**config.mk**
```make
export PLATFORM = sky130hd
export DESIGN_NAME = fetch_stage_flat
export DESIGN_NICKNAME = d
export VERILOG_FILES = /design/src/rtl/fetch_stage_if.sv /design/src/rtl/fetch_stage.sv /design/src/flat_wrapper.sv
export SDC_FILE = /design/constraint.sdc
export NUM_CORES = 1
export LEC_CHECK = 0
export ABC_AREA = 1
export CAP_MARGIN = 15
export CORE_UTILIZATION = 34
export CTS_CLUSTER_SIZE = 25
export DETAILED_ROUTE_END_ITERATION = 10
export GPL_ROUTABILITY_DRIVEN = 1
export PLACE_DENSITY = 0.65
export SYNTH_ARGS = -nofsm -noshare
export SYNTH_HDL_FRONTEND = slang
export SYNTH_SLANG_ARGS = --single-unit
export TNS_END_PERCENT = 50
```
**constraint.sdc**
```tcl
create_clock -name clk -period 2.4 [get_ports clk]
set_clock_uncertainty 0.1 [all_clocks]
set_input_delay 0.36 -clock clk [delete_from_list [all_inputs] [get_ports clk]]
set_output_delay 0.36 -clock clk [all_outputs]
set_load 0.02 [all_outputs]
```
**src/rtl/fetch_stage_if.sv**
```systemverilog
// Instruction-memory request channel between the fetch stage and imem.
// Request holds address stable until ImemReady; ImemReady completes the request in the same cycle.
interface fetch_stage_if;
  logic        ImemReq;
  logic [31:0] ImemAddr;
  logic        ImemReady;
  logic [31:0] ImemRData;

  modport master (output ImemReq, output ImemAddr, input ImemReady, input ImemRData);
  modport slave  (input ImemReq, input ImemAddr, output ImemReady, output ImemRData);
endinterface

```
**src/rtl/fetch_stage.sv**
```systemverilog
// IF stage + IF/ID register: fetches from variable-latency imem, one instruction per cycle when imem is ready.
// Stalls park a returned word in a hold buffer; redirects drain any in-flight fetch before refetching.
module fetch_stage #(
  parameter logic [31:0] RESET_PC  = 32'h0000_0000,
  parameter logic [31:0] NOP_INSTR = 32'h0000_0013
) (
  input  logic               clk,
  input  logic               rst,
  input  logic               StallF,
  input  logic               StallD,
  input  logic               FlushD,
  input  logic               PCSrcE,
  input  logic [31:0]        PCTargetE,
  fetch_stage_if.master      imem,
  output logic [31:0]        PCF,
  output logic [31:0]        InstrD,
  output logic [31:0]        PCD,
  output logic [31:0]        PCPlus4D,
  output logic               ValidD
);

  localparam logic [1:0] IDLE  = 2'd0;
  localparam logic [1:0] REQ   = 2'd1;
  localparam logic [1:0] HELD  = 2'd2;
  localparam logic [1:0] DRAIN = 2'd3;

  logic [1:0]  state;
  logic [31:0] imemAddr;
  logic [31:0] holdBuf;
  logic [31:0] fetchData;
  logic [31:0] pcPlus4F;
  logic        avail;
  logic        deliver;

  assign imem.ImemReq  = (state == REQ) || (state == DRAIN);
  assign imem.ImemAddr = imemAddr;

  always_comb begin
    pcPlus4F  = PCF + 32'd4;
    avail     = ((state == REQ) && imem.ImemReady) || (state == HELD);
    deliver   = avail && !StallF && !StallD && !FlushD && !PCSrcE;
    fetchData = (state == HELD) ? holdBuf : imem.ImemRData;
  end

  always_ff @(posedge clk or negedge rst) begin
    if (!rst) begin
      PCF <= RESET_PC;
    end else if (PCSrcE) begin
      PCF <= PCTargetE;
    end else if (deliver) begin
      PCF <= pcPlus4F;
    end
  end

  always_ff @(posedge clk or negedge rst) begin
    if (!rst) begin
      state    <= IDLE;
      imemAddr <= RESET_PC;
      holdBuf  <= '0;
    end else begin
      case (state)
        IDLE: begin
          state    <= REQ;
          imemAddr <= PCSrcE ? PCTargetE : PCF;
        end
        REQ: begin
          if (PCSrcE) begin
            // A redirect that lands mid-wait must still let the old request finish.
            if (imem.ImemReady) imemAddr <= PCTargetE;
            else                state    <= DRAIN;
          end else if (imem.ImemReady) begin
            if (deliver) begin
              imemAddr <= pcPlus4F;
            end else begin
              state   <= HELD;
              holdBuf <= imem.ImemRData;
            end
          end
        end
        HELD: begin
          if (PCSrcE) begin
            state    <= REQ;
            imemAddr <= PCTargetE;
            holdBuf  <= '0;
          end else if (deliver) begin
            state    <= REQ;
            imemAddr <= pcPlus4F;
          end
        end
        DRAIN: begin
          // PCF already tracks the newest redirect target, so it is the refetch address.
          if (imem.ImemReady) begin
            state    <= REQ;
            imemAddr <= PCSrcE ? PCTargetE : PCF;
          end
        end
        default: state <= IDLE;
      endcase
    end
  end

  always_ff @(posedge clk or negedge rst) begin
    if (!rst) begin
      InstrD   <= NOP_INSTR;
      PCD      <= '0;
      PCPlus4D <= '0;
      ValidD   <= 1'b0;
    end else if (FlushD) begin
      InstrD   <= NOP_INSTR;
      PCD      <= '0;
      PCPlus4D <= '0;
      ValidD   <= 1'b0;
    end else if (StallD) begin
      InstrD   <= InstrD;
      PCD      <= PCD;
      PCPlus4D <= PCPlus4D;
      ValidD   <= ValidD;
    end else if (deliver) begin
      InstrD   <= fetchData;
      PCD      <= PCF;
      PCPlus4D <= pcPlus4F;
      ValidD   <= 1'b1;
    end else begin
      InstrD   <= NOP_INSTR;
      PCD      <= '0;
      PCPlus4D <= '0;
      ValidD   <= 1'b0;
    end
  end

endmodule

```
**src/flat_wrapper.sv**
```systemverilog
// flat-port wrapper written by rule: the top's interface ports become plain ports
module fetch_stage_flat 
#(
  parameter logic [31:0] RESET_PC  = 32'h0000_0000,
  parameter logic [31:0] NOP_INSTR = 32'h0000_0013
)
  (clk, rst, StallF, StallD, FlushD, PCSrcE, PCTargetE, PCF, InstrD, PCD, PCPlus4D, ValidD, imem_ImemReq, imem_ImemAddr, imem_ImemReady, imem_ImemRData);
  fetch_stage_if imem_i ();
  input  logic clk;
  input  logic rst;
  input  logic StallF;
  input  logic StallD;
  input  logic FlushD;
  input  logic PCSrcE;
  input  logic [31:0] PCTargetE;
  output logic [31:0] PCF;
  output logic [31:0] InstrD;
  output logic [31:0] PCD;
  output logic [31:0] PCPlus4D;
  output logic ValidD;
  output wire logic [$bits(imem_i.ImemReq)-1:0] imem_ImemReq;
  output wire logic [$bits(imem_i.ImemAddr)-1:0] imem_ImemAddr;
  input wire logic [$bits(imem_i.ImemReady)-1:0] imem_ImemReady;
  input wire logic [$bits(imem_i.ImemRData)-1:0] imem_ImemRData;
  assign imem_ImemReq = imem_i.ImemReq;
  assign imem_ImemAddr = imem_i.ImemAddr;
  assign imem_i.ImemReady = imem_ImemReady;
  assign imem_i.ImemRData = imem_ImemRData;
  fetch_stage #(.RESET_PC(RESET_PC), .NOP_INSTR(NOP_INSTR)) u_core (.clk(clk), .rst(rst), .StallF(StallF), .StallD(StallD), .FlushD(FlushD), .PCSrcE(PCSrcE), .PCTargetE(PCTargetE), .imem(imem_i), .PCF(PCF), .InstrD(InstrD), .PCD(PCD), .PCPlus4D(PCPlus4D), .ValidD(ValidD));
endmodule
```
After elaboration in Yosys (flattened, before gate mapping)
Cells that the tools add are included.
W data, S select, Z words.
{"block": "classes", "add_sub_neg": 1, "n_eq_ne": 13, "muxes": 36, "reduce_logical": 17}
{"cell": "$mux W32", "count": 23}
{"cell": "$pmux W32 S4", "count": 1}
{"cell": "$pmux W32 S2", "count": 1}
{"cell": "$add A32 B3 Y32 const B", "count": 1}
{"cell": "$mux W2", "count": 7}
{"cell": "$ne A2 B2 Y1 const B", "count": 5}
{"cell": "$reduce_and A5 Y1", "count": 2}
{"cell": "$ne A3 B3 Y1 const B", "count": 3}
{"cell": "$pmux W2 S4", "count": 1}
{"cell": "$logic_and A1 B1 Y1", "count": 5}
{"cell": "$eq A2 B2 Y1 const B", "count": 2}
{"cell": "$logic_not A1 Y1", "count": 4}
{"cell": "$reduce_bool A2 Y1", "count": 2}
{"cell": "$mux W1", "count": 3}
{"cell": "$ne A3 B2 Y1 const B", "count": 1}
{"cell": "$eq A2 B1 Y1 const B", "count": 1}
{"cell": "$logic_not A2 Y1", "count": 1}
{"cell": "$logic_or A1 B1 Y1", "count": 2}
{"cell": "$ne A2 B1 Y1 const B", "count": 1}
{"cell": "$reduce_and A2 Y1", "count": 1}
{"block": "word_totals", "register_bits": 195, "in_bits": 71, "out_inout_bits": 162, "wordCells": 75}

Depth between registers and ports, before layout
Gate-level depths: netlist of the first run.
{"block": "logic_depth", "word_depth": 11, "ltp_mapped": 12, "depth_no_buf": 12}

Least setup slack after synthesis of the first run
Ideal clock, no wire load.
{"block": "synth_timing", "kind": "register -> register", "startpoint": "register u_core.PCF[2]", "endpoint": "register u_core.imemAddr[18] (netlist: u_core.imem.ImemAddr[18])", "setup_ps": 77, "arrival_ps": 1603, "required_time_ps": 2223, "slack_ps": 620, "stages_incl_launch_ff": 9, "path_buffers": 0, "period_less_slack_ps": 1780, "path_cell_list": "dfrtp_1 -> ha_1 -> nand2_1 -> nor2_1 -> nand2_2 -> nor2_4 -> xor2_1 -> nand2_1 -> a21oi_1"}
{"block": "synth_via", "elab_chain_len": 5, "word_cells_on_any_way": 6, "cone_classes": "1 x add/sub; 5 x mux"}
{"item": "start: declaration", "line": "fetch_stage.sv:15", "source": "output logic [31:0] PCF,"}
{"item": "start signal: assignment", "line": "fetch_stage.sv:49", "source": "PCF <= PCTargetE;"}
{"item": "start signal: assignment", "line": "fetch_stage.sv:51", "source": "PCF <= pcPlus4F;"}
{"item": "$add A32 B3 Y32 (*)", "line": "fetch_stage.sv:39", "source": "pcPlus4F = PCF + 32'd4;"}
{"item": "$mux W32 (*)", "line": "fetch_stage.sv:72, fetch_stage.sv:85"}
{"item": "$mux W32", "line": "fetch_stage.sv:71", "source": "end else if (imem.ImemReady) begin"}
{"item": "$mux W32", "line": "fetch_stage.sv:67", "source": "if (PCSrcE) begin"}
{"item": "$pmux W32 S4 (*)", "line": "fetch_stage.sv:61", "source": "case (state)"}
{"item": "end signal: assignment", "line": "fetch_stage.sv:69", "source": "if (imem.ImemReady) imemAddr <= PCTargetE;"}
{"item": "end signal: assignment", "line": "fetch_stage.sv:73", "source": "imemAddr <= pcPlus4F;"}
{"item": "end signal: assignment", "line": "fetch_stage.sv:87", "source": "imemAddr <= pcPlus4F;"}
{"item": "end: declaration", "line": "fetch_stage.sv:28", "source": "logic [31:0] imemAddr;"}
Mark *: on every way between the ends. The rest lies on a longest branch, timed or not. The select of a mux whose other input is x is not followed.
A chain may end at the register's enable or synchronous reset.

Worst setup path in the final report of the first run
{"block": "layout_timing", "startpoint": "register u_core.state[0]", "endpoint": "output imem_ImemReq"}
{"block": "layout_via", "elab_chain_len": 2, "word_cells_on_any_way": 3, "cone_classes": "2 x eq/ne; 1 x reduce/logical"}
{"item": "start: declaration", "line": "fetch_stage.sv:27", "source": "logic [1:0] state;"}
{"item": "start signal: assignment", "line": "fetch_stage.sv:57", "source": "state <= IDLE;"}
{"item": "start signal: assignment", "line": "fetch_stage.sv:63", "source": "state <= REQ;"}
{"item": "start signal: assignment", "line": "fetch_stage.sv:70", "source": "else state <= DRAIN;"}
{"item": "$eq A2 B1 Y1 or $eq A2 B2 Y1 (tied branches)", "line": "fetch_stage.sv:35", "source": "assign imem.ImemReq = (state == REQ) || (state == DRAIN);"}
{"item": "$logic_or A1 B1 Y1 (*)", "line": "fetch_stage.sv:35"}
{"item": "end: declaration", "line": "flat_wrapper.sv:21", "source": "output wire logic [$bits(imem_i.ImemReq)-1:0] imem_ImemReq;"}
Mark *: on every way between the ends. The rest lies on a longest branch, timed or not.

==> impl_metrics.json, run 1 <==
{
  "power_density_mw_per_mm2": 942,
  "ir_drop_v": 0.000562,
  "syn-num-nets": 1227,
  "syn_avg_cell_area_um2": 7.93,
  "r2r_start": "u_core.state[1]",
  "p_int_uw": 7200,
  "grt_pass1_vias": 8432,
  "gr-usage-all-layers": 0.213,
  "timing.critical_path.buf_inv": 1,
  "cts_root_buf": "clkbuf_16",
  "ys_seq_area_frac": 0.529,
  "fin_nets": 1450,
  "path_class": "reg -> out",
  "cp.arrival_ps": 1850,
  "regToRegSetupSlack_ps": 220,
  "place_area_mm2": 0.0120,
  "cts.sinks": 193,
  "ant_nets": 0,
  "drive_gt1_frac": 0.0670,
  "first_pass_iters": 9,
  "ys_warn_count": 0,
  "tightestPinTransition_ps": 658,
  "ios": 233,
  "cts_buffer_depth": 2,
  "power_frac_seq": 0.375,
  "swShare": 0.391,
  "cts_made_buffers": 17,
  "die_w_um": 166,
  "slowest_delay_ps": 420,
  "core-area_mm2": 0.0262,
  "dp.cells": 1690,
  "vias": 8593,
  "syn_area_mm2": 0.00914,
  "cp-end-kind": "output pin",
  "p_clk_frac": 0.241,
  "power.net_switching_uw": 4630,
  "die_area_mm2": 0.0275,
  "rows": 59,
  "synth.distinct_cells": 33,
  "clk_latency_ps": 430,
  "relSlewSlack": 0.561,
  "cts_tree": "yes",
  "dp_hpwl_mm": 20.5,
  "violations": "DRC",
  "layout_common_cells": "nand2_1 (391), clkdlybuf4s50_1 (229), dfrtp_1 (190)",
  "rr_worst_depth": 13,
  "crit_path_max_fanout": 6,
  "drt_iter0_drc": 675,
  "hp-class": "in -> reg",
  "cp.required_ps": 1940,
  "pwr-share-comb": 0.384,
  "cpMaxStageDelayCell": "dfrtp_1",
  "initial_core_util": 0.349,
  "antenna_found_initial": 2,
  "status": "finished with violations",
  "cp-startpoint": "u_core.state[0]",
  "critical_path_cell_count": 3,
  "crit_end": "imem_ImemReq",
  "wl_mm": 28.9,
  "drv_cap": 0,
  "r2r_end": "u_core.state[1]",
  "fin_cells": 1724,
  "slew_violations": 0,
  "synth-seq-cells": 193,
  "fin_area_mm2": 0.0126,
  "hold_violations": 0,
  "max_freq_ghz": 0.434,
  "finalWorstSetupSlack_ps": 94.1,
  "cp_top_family": "flip-flops",
  "crit_chain": "ha_1, or2_2, dlygate4sd2_1",
  "final_common_cell": "nand2_1",
  "period_needed_ps": 2310,
  "gp_congestion": 0.859,
  "finalSetupTns_ps": 0,
  "die_h_um": 166,
  "htree_levels": 4,
  "vias_per_cell": 4.98,
  "setup_viol": 0,
  "grt_pass1_wl_mm": 46.5,
  "period_share": 0.961,
  "dp_slack_ps": 152,
  "io_buffers": 232,
  "clk_pin_slew_worst_paths_ps": 70,
  "p_total_uw": 11800,
  "cts_setup_buffers": 0,
  "rsz0062_at_grt": "false",
  "post_drt_wl_per_cell_um": 16.8,
  "leakagePower_uw": 0.00584,
  "start_kind": "flip-flop",
  "syn_to_final_growth_pct": 37.5,
  "grt-ovfl-total": 0,
  "grt_start_max_net_pins": 65,
  "synth_cells": 1152,
  "drc": 36
}
-- logic make-up (layout without fill, tap and decap cells) --
kind of cell / Yosys count / after routing / synth area share
fa+ha+maj: 4 / 4 / 0.00548
flops: 193 / 193 / 0.529
xor+xnor: 12 / 12 / 0.0115
other cells: 0 / 1 / 0
simple gates: 601 / 601 / 0.266
buf+inv: 141 / 377 / 0.0653
compound gates: 201 / 201 / 0.123
-- cells in the mapped netlist --
| master | instances | area (um2) |
|---|---|---|
| o21ai_0 | 88 | 440 |
| o31ai_1 | 10 | 75.1 |
| buf_4 | 11 | 82.6 |
| buf_1 | 5 | 18.8 |
| nor2_1 | 126 | 473 |
| buf_2 | 8 | 40.0 |
| nand3_1 | 54 | 270 |
| inv_1 | 78 | 293 |
| o22ai_1 | 8 | 50.1 |
| dfrtp_1 | 190 | 4750 |
| o211ai_1 | 18 | 135 |
| o21bai_1 | 8 | 60.1 |
| nor2_2 | 6 | 37.5 |
| nand3b_1 | 6 | 45.0 |
| dfstp_2 | 3 | 78.8 |
| clkinv_2 | 1 | 5.00 |
| o21ai_1 | 1 | 5.00 |
| or2_2 | 1 | 6.26 |
| o31ai_2 | 1 | 12.5 |
| and2_1 | 2 | 12.5 |
| nand2_1 | 391 | 1470 |
| a31oi_1 | 5 | 31.3 |
| clkbuf_1 | 33 | 124 |
| nor3_1 | 3 | 15.0 |
| xor2_1 | 10 | 87.6 |
| nor2_4 | 5 | 56.3 |
| inv_2 | 3 | 11.3 |
| buf_6 | 2 | 22.5 |
| a21oi_1 | 61 | 305 |
| nand2_2 | 7 | 43.8 |
| o21a_1 | 1 | 7.51 |
| xnor2_1 | 2 | 17.5 |
| ha_1 | 4 | 50.1 |
-- final cells by class --
type                            instances  area [um2]
Antenna cell                            1        2.50
Clock buffer                           18         439
Clock inverter                         14         145
Fill cell                            2517       13600
Inverter                               82         309
Multi-Input combinational cell        818        3720
Sequential cell                       193        4830
Tap cell                              335         419
Timing Repair Buffer                  263        2690
-- how the worst min path moves through the flow --
| stage | depth (start not counted) | slack [ps] | startpoint | to |
|---|---|---|---|---|
| after global routing | 3 | 190 | PCSrcE | u_core.PCF[1] |
| after detailed placement | 1 | 270 | rst | u_core.PCPlus4D[10] |
| final | 3 | 180 | PCSrcE | u_core.PCF[1] |
| after floorplan | 0 | -40 | rst | u_core.InstrD[10] |
| after global placement | 1 | 260 | rst | u_core.PCPlus4D[10] |
| after CTS | 3 | 170 | PCSrcE | u_core.PCF[1] |
-- flip-flops by register name (all words and copies together), names as in the netlist --
signal	cells
u_core.holdBuf	32
u_core.InstrD	32
u_core.PCPlus4D	32
u_core.imem.ImemAddr	32
u_core.PCD	30
u_core.state	2
u_core.PCF	32
u_core.ValidD	1
-- worst min-delay path, cell delays in order --
cell and delay, ps:
buf_2 150, nand2_1 100, nand2_1 50
-- through the flow --
step | util | hold slack (ps)
floorplan | - | -35.6
global placement | 0.457 | 262
detailed placement | 0.457 | 266
CTS | 0.479 | 166
global route | 0.479 | 191
finish | 0.479 | 176
-- what timing repair did --
action / CTS / global route
resized for setup: 1 / 0
hold endpoints to repair: 48 / 0
hold buffers: 1 / 0
setup endpoints to repair: 1 / 0
-- power by group through the flow --
stage	clock (uW)	sequential, uW	combinational (uW)
final	2860	4430	4540
after global routing	3050	4510	5000
after CTS	2930	4430	4590
after detailed placement	0	4480	4590
after global placement	0	4470	4500
after floorplan	0	4840	2220
-- metal layers --
metal | global-route usage | up-vias | share of wire
li1 | - | 4134 | -
met1 | 0.287 | 4139 | 0.45
met2 | 0.342 | 288 | 0.46
met3 | 0.0562 | 30 | 0.072
met4 | 0.0496 | 2 | 0.016
met5 | 0 | - | 0.00045
Note: power is estimated with default switching activity, not from simulation.
==> run 2, diff against run 1 <==
GPL_TIMING_DRIVEN = 0   (was default)
==> run 2 against run 1 <==
Compared with the run above: the flow still finishes with violations (DRC); die area did not move; register-to-register slack got worse by 60 ps; setup slack improved by 25 ps; total power rose by 0.70%; flip-flop and latch count did not move; combinational power barely moved; worst hold slack improved by 200 ps; final area fell by 0.30%; global-route usage rose by 1.4 points; critical path depth rose by 1; highest routed layer unchanged; sequential power barely moved.
==> impl_metrics.json, run 2 (synthesis gave the netlist of run 1 again) <==
{
  "timing.critical_path.buf_inv": 2,
  "first_pass_iters": 10,
  "syn_to_final_growth_pct": 37.1,
  "drt_iter0_drc": 702,
  "antenna_found_initial": 3,
  "grt-ovfl-total": 0,
  "hp-class": "reg -> reg",
  "crit_chain": "inv_1, ha_1, or2_2, dlygate4sd2_1",
  "cts_buffer_depth": 2,
  "grt_pass1_vias": 8463,
  "cts_tree": "yes",
  "path_class": "reg -> out",
  "hold_violations": 0,
  "setup_viol": 0,
  "cts_setup_buffers": 0,
  "wl_mm": 31.0,
  "fin_area_mm2": 0.0125,
  "gp_congestion": 0.920,
  "final_common_cell": "nand2_1",
  "drv_cap": 0,
  "crit_path_max_fanout": 6,
  "io_buffers": 232,
  "diodes": 0,
  "cp.arrival_ps": 1820,
  "cp-startpoint": "u_core.state[1]",
  "finalWorstSetupSlack_ps": 119,
  "dp_hpwl_mm": 23.1,
  "status": "finished with violations",
  "ant_nets": 0,
  "cts_root_buf": "clkbuf_16",
  "layout_common_cells": "nand2_1 (391), clkdlybuf4s50_1 (230), dfrtp_1 (190)",
  "gr-usage-all-layers": 0.227,
  "rows": 59,
  "cp_top_family": "flip-flops",
  "cts.sinks": 193,
  "wl_met1_mm": 13.5,
  "die_w_um": 166,
  "rsz0062_at_grt": "false",
  "period_share": 0.950,
  "vias_per_cell": 4.96,
  "grt_start_max_net_pins": 101,
  "grt_pass1_wl_mm": 48.3,
  "core-area_mm2": 0.0262,
  "cp-end-kind": "output pin",
  "routed.top_layer": "met5",
  "clk_pin_slew_worst_paths_ps": 70,
  "violations": "DRC",
  "finish.utilization": 0.478,
  "ir_drop_v": 0.000408,
  "tightestPinTransition_ps": 764,
  "fin_nets": 1480,
  "cpMaxStageDelayCell": "dfrtp_1",
  "leakagePower_uw": 0.00583,
  "vias": 8695,
  "max_freq_ghz": 0.438,
  "worstHoldStart": "u_core.holdBuf[2]",
  "slowest_delay_ps": 410,
  "finalSetupTns_ps": 0,
  "die_h_um": 166,
  "p_total_uw": 11900,
  "htree_levels": 4,
  "r2r_start": "u_core.state[1]",
  "period_needed_ps": 2280,
  "clk_latency_ps": 450,
  "post_drt_wl_per_cell_um": 17.7,
  "drc": 18,
  "drive_gt1_frac": 0.0621,
  "dp_slack_ps": -427,
  "ios": 233,
  "initial_core_util": 0.349,
  "route.met3.wl_mm": 2.36,
  "cp.required_ps": 1940,
  "slew_violations": 0,
  "relSlewSlack": 0.491,
  "power_density_mw_per_mm2": 951,
  "wl_met2_mm": 14.6,
  "cts_made_buffers": 17,
  "place_area_mm2": 0.0119,
  "die_area_mm2": 0.0275,
  "start_kind": "flip-flop"
}
run 2: worst reg2reg max path, delay by kind of cell (launching register included):
family,cells,cell delay [ps]
compound gates,2,400
flops,1,420
simple gates,2,350
buf+inv,4,610
fa+ha+maj,1,270
run 2: metal layers:
metal	global-route usage	up-vias
met1	0.301	4133
met5	0	-
met4	0.0622	2
met3	0.0541	28
li1	-	4200
met2	0.372	332
run 2: layout make-up:
cell class | count | area (um2)
Sequential cell | 193 | 4830
Multi-Input combinational cell | 818 | 3710
Clock inverter | 15 | 171
Buffer | 59 | 295
Inverter | 82 | 309
Clock buffer | 17 | 425
Tap cell | 335 | 419
Fill cell | 2533 | 13700
Timing Repair Buffer | 234 | 2360
run 2: through the flow:
step	hold slack [ps]	instances
floorplan	-35.6	1152
global placement	354	1719
detailed placement	335	1720
CTS	368	1753
global route	396	1753
finish	376	1753
run 2: final timing paths:
kind	cells past startpoint	to	slack, ps
setup / recovery	4	imem_ImemReq	120
hold / removal	2	u_core.holdBuf[2]	380
setup reg to reg	9	u_core.InstrD[7]	160
hold reg to reg	2	u_core.holdBuf[2]	380
max in group asynchronous	3	u_core.holdBuf[2]	810
min in group asynchronous	2	u_core.PCPlus4D[10]	410
run 2: timing repair:
| item | 4_1_cts | 5_1_grt |
|---|---|---|
| gates cloned | 0 | 0 |
| setup endpoints to repair | 13 | 49 |
| hold buffers | 1 | 0 |
| hold endpoints to repair | 90 | 0 |
| resized for setup | 4 | 8 |
run 2: power by group:
part / leakage [uW] / switching (uW) / internal, uW
Combinational: 0.00305 / 2840 / 1730
Sequential: 0.00249 / 511 / 3930
Clock: 0.000285 / 1430 / 1480
Total: 0.00583 / 4780 / 7140
